`src/rtl/imm_gen_buf_if.sv`:
```
// Handshake bundle between IR capture, the immediate buffer and the ALU B-operand mux.
// Both sides use valid/ready: a transfer happens on a rising edge where valid and ready are both 1;
// valid and its payload hold until accepted, and ready never depends combinationally on valid.
interface imm_gen_buf_if #(
    parameter int XLEN  = 32,
    parameter int TAG_W = 4
);
    logic             flush;
    logic             in_valid;
    logic             in_ready;
    logic [2:0]       in_op;
    logic [31:0]      in_instr;
    logic [TAG_W-1:0] in_tag;
    logic             out_valid;
    logic             out_ready;
    logic [XLEN-1:0]  out_imm;
    logic [TAG_W-1:0] out_tag;
    logic             out_err;

    modport slave (
        input  flush, in_valid, in_op, in_instr, in_tag, out_ready,
        output in_ready, out_valid, out_imm, out_tag, out_err
    );

    modport master (
        output flush, in_valid, in_op, in_instr, in_tag, out_ready,
        input  in_ready, out_valid, out_imm, out_tag, out_err
    );
endinterface

```
`src/rtl/imm_gen_buf.sv`:
```
// RISC-V immediate decoder (I/S/B/U/J/Z/SHAMT/AUTO) feeding a DEPTH-entry circular buffer.
// dbg_count exposes the occupancy register for checkers.
module imm_gen_buf #(
    parameter int XLEN  = 32,
    parameter int TAG_W = 4,
    parameter int DEPTH = 2
) (
    input  logic                   clk,
    input  logic                   rst,
    imm_gen_buf_if.slave           bus,
    output logic [$clog2(DEPTH):0] dbg_count
);
    localparam int PW = $clog2(DEPTH);
    localparam int CW = PW + 1;
    localparam logic [CW-1:0] FULL = CW'(DEPTH);

    localparam logic [2:0] OP_I     = 3'd0;
    localparam logic [2:0] OP_S     = 3'd1;
    localparam logic [2:0] OP_B     = 3'd2;
    localparam logic [2:0] OP_U     = 3'd3;
    localparam logic [2:0] OP_J     = 3'd4;
    localparam logic [2:0] OP_Z     = 3'd5;
    localparam logic [2:0] OP_SHAMT = 3'd6;
    localparam logic [2:0] OP_AUTO  = 3'd7;

    if (!(XLEN == 32 || XLEN == 64)) begin : g_bad_xlen
        $error("imm_gen_buf: XLEN must be 32 or 64");
    end
    if (DEPTH < 2 || (DEPTH & (DEPTH - 1)) != 0) begin : g_bad_depth
        $error("imm_gen_buf: DEPTH must be a power of two >= 2");
    end

    logic [2:0]      fmt;
    logic [XLEN-1:0] dec_imm;
    logic            dec_err;
    logic [31:0]     ins;

    assign ins = bus.in_instr;

    // AUTO resolves to a concrete format; an unknown opcode leaves fmt at AUTO, which decodes to zero.
    always_comb begin
        fmt     = bus.in_op;
        dec_err = 1'b0;
        if (bus.in_op == OP_AUTO) begin
            case (ins[6:0])
                7'b0010011, 7'b0000011, 7'b1100111: fmt = OP_I;
                7'b0100011:                         fmt = OP_S;
                7'b1100011:                         fmt = OP_B;
                7'b0110111, 7'b0010111:             fmt = OP_U;
                7'b1101111:                         fmt = OP_J;
                7'b1110011:                         fmt = ins[14] ? OP_Z : OP_I;
                default:                            dec_err = 1'b1;
            endcase
        end

        dec_imm = {XLEN{ins[31]}};
        case (fmt)
            OP_I: dec_imm[11:0] = ins[31:20];
            OP_S: dec_imm[11:0] = {ins[31:25], ins[11:7]};
            OP_B: dec_imm[12:0] = {ins[31], ins[7], ins[30:25], ins[11:8], 1'b0};
            OP_U: dec_imm[31:0] = {ins[31:12], 12'b0};
            OP_J: dec_imm[20:0] = {ins[31], ins[19:12], ins[20], ins[30:21], 1'b0};
            OP_Z: begin
                dec_imm      = '0;
                dec_imm[4:0] = ins[19:15];
            end
            OP_SHAMT: begin
                dec_imm = '0;
                if (XLEN == 64) dec_imm[5:0] = ins[25:20];
                else            dec_imm[4:0] = ins[24:20];
            end
            default: dec_imm = '0;
        endcase
    end

    logic [XLEN-1:0]  imm_mem [DEPTH];
    logic [TAG_W-1:0] tag_mem [DEPTH];
    logic             err_mem [DEPTH];
    logic [PW-1:0]    wr_ptr, rd_ptr;
    logic [CW-1:0]    count;
    logic             zero_head;
    logic             push, pop;

    assign bus.in_ready  = (count != FULL);
    assign bus.out_valid = (count != '0);
    assign push          = bus.in_valid & bus.in_ready;
    assign pop           = bus.out_valid & bus.out_ready;
    assign dbg_count     = count;

    always_ff @(posedge clk) begin
        if (rst) begin
            wr_ptr    <= '0;
            rd_ptr    <= '0;
            count     <= '0;
            zero_head <= 1'b1;
        end else if (bus.flush) begin
            wr_ptr <= '0;
            rd_ptr <= '0;
            count  <= '0;
        end else begin
            if (push) begin
                wr_ptr    <= wr_ptr + 1'b1;
                zero_head <= 1'b0;
            end
            if (pop) rd_ptr <= rd_ptr + 1'b1;
            case ({push, pop})
                2'b10:   count <= count + 1'b1;
                2'b01:   count <= count - 1'b1;
                default: count <= count;
            endcase
        end
    end

    // Storage has no reset; a dropped push must not overwrite an entry either.
    always_ff @(posedge clk) begin
        if (push && !bus.flush && !rst) begin
            imm_mem[wr_ptr] <= dec_imm;
            tag_mem[wr_ptr] <= bus.in_tag;
            err_mem[wr_ptr] <= dec_err;
        end
    end

    // Until the first push after reset, the head reads as zero instead of uninitialised storage.
    assign bus.out_imm = zero_head ? '0 : imm_mem[rd_ptr];
    assign bus.out_tag = zero_head ? '0 : tag_mem[rd_ptr];
    assign bus.out_err = zero_head ? 1'b0 : err_mem[rd_ptr];
endmodule

```
`src/flat_wrapper.sv`:
```
// flat-port wrapper written by rule: the top's interface ports become plain ports
module imm_gen_buf_flat 
#(
    parameter int XLEN  = 32,
    parameter int TAG_W = 4,
    parameter int DEPTH = 2
)
  (clk, rst, dbg_count, bus_flush, bus_in_valid, bus_in_op, bus_in_instr, bus_in_tag, bus_out_ready, bus_in_ready, bus_out_valid, bus_out_imm, bus_out_tag, bus_out_err);
  imm_gen_buf_if #(.XLEN(XLEN), .TAG_W(TAG_W)) bus_i ();
  input  logic clk;
  input  logic rst;
  output logic [$clog2(DEPTH):0] dbg_count;
  input wire logic [$bits(bus_i.flush)-1:0] bus_flush;
  input wire logic [$bits(bus_i.in_valid)-1:0] bus_in_valid;
  input wire logic [$bits(bus_i.in_op)-1:0] bus_in_op;
  input wire logic [$bits(bus_i.in_instr)-1:0] bus_in_instr;
  input wire logic [$bits(bus_i.in_tag)-1:0] bus_in_tag;
  input wire logic [$bits(bus_i.out_ready)-1:0] bus_out_ready;
  output wire logic [$bits(bus_i.in_ready)-1:0] bus_in_ready;
  output wire logic [$bits(bus_i.out_valid)-1:0] bus_out_valid;
  output wire logic [$bits(bus_i.out_imm)-1:0] bus_out_imm;
  output wire logic [$bits(bus_i.out_tag)-1:0] bus_out_tag;
  output wire logic [$bits(bus_i.out_err)-1:0] bus_out_err;
  assign bus_i.flush = bus_flush;
  assign bus_i.in_valid = bus_in_valid;
  assign bus_i.in_op = bus_in_op;
  assign bus_i.in_instr = bus_in_instr;
  assign bus_i.in_tag = bus_in_tag;
  assign bus_i.out_ready = bus_out_ready;
  assign bus_in_ready = bus_i.in_ready;
  assign bus_out_valid = bus_i.out_valid;
  assign bus_out_imm = bus_i.out_imm;
  assign bus_out_tag = bus_i.out_tag;
  assign bus_out_err = bus_i.out_err;
  imm_gen_buf #(.XLEN(XLEN), .TAG_W(TAG_W), .DEPTH(DEPTH)) u_core (.clk(clk), .rst(rst), .bus(bus_i), .dbg_count(dbg_count));
endmodule
```
`config.mk`:
```
export PLATFORM = sky130hd
export DESIGN_NAME = imm_gen_buf_flat
export DESIGN_NICKNAME = d
export VERILOG_FILES = /design/src/rtl/imm_gen_buf_if.sv /design/src/rtl/imm_gen_buf.sv /design/src/flat_wrapper.sv
export SDC_FILE = /design/constraint.sdc
export NUM_CORES = 1
export LEC_CHECK = 0
export BUFFER_PORTS_ARGS = -buffer_cell sky130_fd_sc_hd__buf_2
export CORE_ASPECT_RATIO = 0.5
export CORE_UTILIZATION = 54
export DETAILED_ROUTE_END_ITERATION = 8
export PLACE_DENSITY = 0.83
export SLEW_MARGIN = 30
export SYNTH_ARGS = -nofsm -noshare
export SYNTH_HDL_FRONTEND = slang
export SYNTH_SLANG_ARGS = --single-unit
export TNS_END_PERCENT = 100
```
`constraint.sdc`:
```
create_clock -name clk -period 8.9 [get_ports clk]
set_clock_uncertainty 0.05 [all_clocks]
set_input_delay 2.225 -clock clk [delete_from_list [all_inputs] [get_ports clk]]
set_output_delay 2.225 -clock clk [all_outputs]
set_load 0.02 [all_outputs]
```
==> results by group <==
Route
  • Average routed wire per standard cell: 16.8 µm
  • Number of nets with antenna violations after detailed routing: 0
  • Total Routed Length: 7930 µm
  • DR vias/cell: 5.76
  • Starting DRT DRC Count: 311
  • Total vias in the final route: 2,714
  • First-pass detailed-route iteration total: 6
  • Count of unresolved DRC violations after routing: 0

Place
  • Total of buffers placed on input and output ports: 84
  • Placer congestion estimate: 0.880
  • Estimated wirelength of the detail-placed design: 5270 µm
  • Cell total after placement: 455

Global route
  • Maximum number of pins on one net before global-route repair: 38
  • Global-route total usage across every layer: 21.8%
  • Via count of the first global-routing pass: 2,431
  • First-pass GRT wire length: 11,900 µm
  • Number of antenna violations at the first check in global routing: 0
  • Residual overflow from global routing: 0

Floorplanning
  • Height of the die: 61.4 µm
  • Initial core utilization: 56.4%
  • Core Area: 6750 µm²
  • Die area: 7420 µm²
  • Top Ports: 85
  • Std-Cell Rows: 21
  • Die span in x: 121 µm

Run
  • Count of maximum capacitance violations: 0

Clock network
  • Maximum clock insertion buffer count: 2
  • Resize count post-CTS: 0
  • H-tree levels: 3
  • Clock-pin slew reported for the worst setup and hold paths after clock tree synthesis: 0.06 ns
  • CTS tree: done
  • Setup Buffers After CTS: 0
  • Insertion delay of the later-clocked pin in the worst-skew pair: 0.33 ns
  • Clock buffers created by TritonCTS: 9
  • Clock Sinks: 80
  • Clock root buffer: sky130_fd_sc_hd__clkbuf_16
  • Hold buffer count at cts: 0

Setup path
  • Element type at the critical path end: flip-flop
  • Max stage delay on crit path: 0.70 ns
  • Worst Setup Path Type: primary input to flip-flop
  • Timing endpoint of the critical path: u_core.imm_mem[0][26]$_DFFE_PP_
  • Max FO, Critical Path: 11
  • Library cell contributing the largest single delay on the critical path: sky130_fd_sc_hd__nor3_2
  • Worst Path Arrival: 4.53 ns
  • Crit. path cell count: 7
  • Buffers plus inverters on the worst setup path: 1
  • Setup slack of the worst register-to-register path: 7.04 ns
  • Cell type group with the largest total delay on the critical path: simple AND/OR/NAND/NOR gates
  • End of the worst register-to-register path: u_core.imm_mem[1][3]$_DFFE_PP_
  • Number of cells traversed by the worst register-to-register path: 4
  • Startpoint of the worst-slack reg-to-reg timing path: u_core.dbg_count[0]$_SDFFE_PP0P_
  • Crit path from: bus_in_instr[6]
  • Nature of the critical path startpoint: primary input
  • Sequence of cells on the critical path: buf_2 -> and4bb_1 -> a41o_2 -> nor2_1 -> o41a_1 -> nor3_2 -> a22o_1
  • Data required time of the worst path: 9.04 ns

Power and ir drop
  • Leak pwr: 1.74 nW
  • Areal power density over the cells: 197 nW/µm²
  • Largest vdd supply drop: 93.6 µV
  • Total power after layout: 911 µW

Layout
  • Post-layout instance count excluding filler cells: 471
  • Commonest cells after routing, fill and taps aside: sky130_fd_sc_hd__buf_2, sky130_fd_sc_hd__edfxtp_1, sky130_fd_sc_hd__nor2_1, sky130_fd_sc_hd__mux2i_1, sky130_fd_sc_hd__nand3_1
  • Combined area of the multi-input logic cells: 1380 µm²
  • Fraction of layout instances using a drive strength above 1: 30.6%
  • Most common library cell in the layout ignoring fill and taps: sky130_fd_sc_hd__buf_2
  • Final Core Density: 68.4%
  • Combined flip-flop and latch cell area: 2350 µm²
  • Number of fill cells: 496
  • Final net count: 419
  • Layout Area Growth over Synthesis: 21.2%
  • Diodes inserted: 0

Timing
  • Unrepaired setup endpoints after global routing: no
  • Final number of hold-violating endpoints: 0
  • Final Cycle Share: 49.4%
  • Relative slew slack: 40.7%
  • Time the worst path needs with I/O delays and setup: 4.40 ns
  • Number of pins exceeding their max-slew limit in the final report: 0
  • Max frequency: 227 MHz
  • TNS Setup: 0 ns
  • Worst-margin pin slew: 0.890 ns
  • Setup-failing EPs final: 0

Synth
  • Post-synthesis async set-or-reset flop share: 0%
  • Cell count after synthesis: 296
  • Post-Syn Nets: 341
  • Number of warning messages in the yosys log: 0
  • Part of the Yosys area used for sequential elements: 61.5%
  • Per-instance average area after synthesis: 12.9 µm²
  • Most common flop cell mapped by yosys: sky130_fd_sc_hd__edfxtp_1
  • Synth unique cells: 44
  • Library cell occupying the most area in the post-synthesis netlist: sky130_fd_sc_hd__edfxtp_1
  • Post-synth EDFFs: 74
  • Yosys reg bits: 80
  • Post-Synthesis Cell Area: 3810 µm²
  • Fraction of synthesized cell area taken by the top area cell type: 58.3%
  • Top cells by area in the synthesized netlist: sky130_fd_sc_hd__edfxtp_1, sky130_fd_sc_hd__mux2i_1, sky130_fd_sc_hd__nor2_1, sky130_fd_sc_hd__dfxtp_1, sky130_fd_sc_hd__a22o_1

Worst hold path
  • Class of the tightest hold or removal check: flip-flop to flip-flop

Status
  • Result of the run: complete, no violations
## cell families (layout without fill, tap and decap cells)
| kind of cell | count (synthesis) | count (layout) | synth area share (%) |
|---|---|---|---|
| simple gates | 113 | 113 | 14.9 |
| compound gates | 32 | 32 | 8.11 |
| buf+inv | 22 | 105 | 2.66 |
| flops | 80 | 80 | 61.5 |
| xor+xnor | 5 | 5 | 1.15 |
| fa+ha+maj | 2 | 2 | 0.690 |
| mux | 42 | 42 | 11.0 |
## per-stage QoR
step,hold slack [ns],instance area (µm²),setup slack [ns]
after floorplan,0.393,3810,1.97
after global placement,0.477,4290,3.95
after detailed placement,0.483,4300,4.22
after CTS,0.501,4620,4.53
after global routing,0.549,4620,4.39
final,0.508,4620,4.50
## worst register-to-register path, stage by stage, from the launching register on
cell and delay (ns):
sky130_fd_sc_hd__dfxtp_1 0.40, sky130_fd_sc_hd__nand2b_1 0.14, sky130_fd_sc_hd__nand2_1 0.17, sky130_fd_sc_hd__nor4b_2 0.26, sky130_fd_sc_hd__buf_4 0.47
## where the power goes
part / total (mW) / switching [mW] / internal, mW / leakage (nW)
Combinational: 0.0949 / 0.0593 / 0.0356 / 0.865
Clock: 0.387 / 0.142 / 0.245 / 0.146
Sequential: 0.429 / 0.00588 / 0.423 / 0.733
Total: 0.911 / 0.207 / 0.704 / 1.74
## synthesized netlist by cell type (all sizes together), types with 6 or more instances
cell type   n
dfxtp       6
a22o       11
and2        7
nand3      18
nand2      10
clkbuf     10
buf        11
nor3        7
nor2       42
nand4      15
mux2i      42
edfxtp     74
## state kept, by name, summed over array words and instances, names as in the netlist, named ones only
signal / cells
u_core.imm_mem: 64
u_core.tag_mem: 8
u_core.dbg_count: 2
u_core.wr_ptr: 1
u_core.zero_head: 1
u_core.err_mem: 2
u_core.rd_ptr: 1
## final cells by class
type / instances / share of cell area, %
Sequential cell: 80 / 50.8
Timing Repair Buffer: 88 / 9.75
Clock inverter: 7 / 2.06
Clock buffer: 9 / 4.88
Tap cell: 92 / 2.49
Inverter: 1 / 0.0813
Multi-Input combinational cell: 194 / 30.0
## worst min path at each step
stage | startpoint | end | slack [ns] | depth (start not counted)
detailed placement | u_core.rd_ptr$_SDFFE_PP0P_ | flip-flop | 0.48 | 2
CTS | u_core.rd_ptr$_SDFFE_PP0P_ | flip-flop | 0.50 | 2
finish | u_core.rd_ptr$_SDFFE_PP0P_ | flip-flop | 0.51 | 2
global placement | u_core.rd_ptr$_SDFFE_PP0P_ | flip-flop | 0.48 | 2
floorplan | u_core.zero_head$_SDFFE_PP1P_ | u_core.zero_head$_SDFFE_PP1P_ | 0.39 | 2
global route | u_core.rd_ptr$_SDFFE_PP0P_ | flip-flop | 0.55 | 2
## layer usage
layer,track usage [%],vias to the layer above,wire length [µm]
met2,36.9,110,3890
met5,0,-,0
met4,6.70,0,78
met1,27.2,1301,3330
li1,-,1293,-
met3,7.50,10,633
Note: power is estimated with default switching activity, not from simulation.
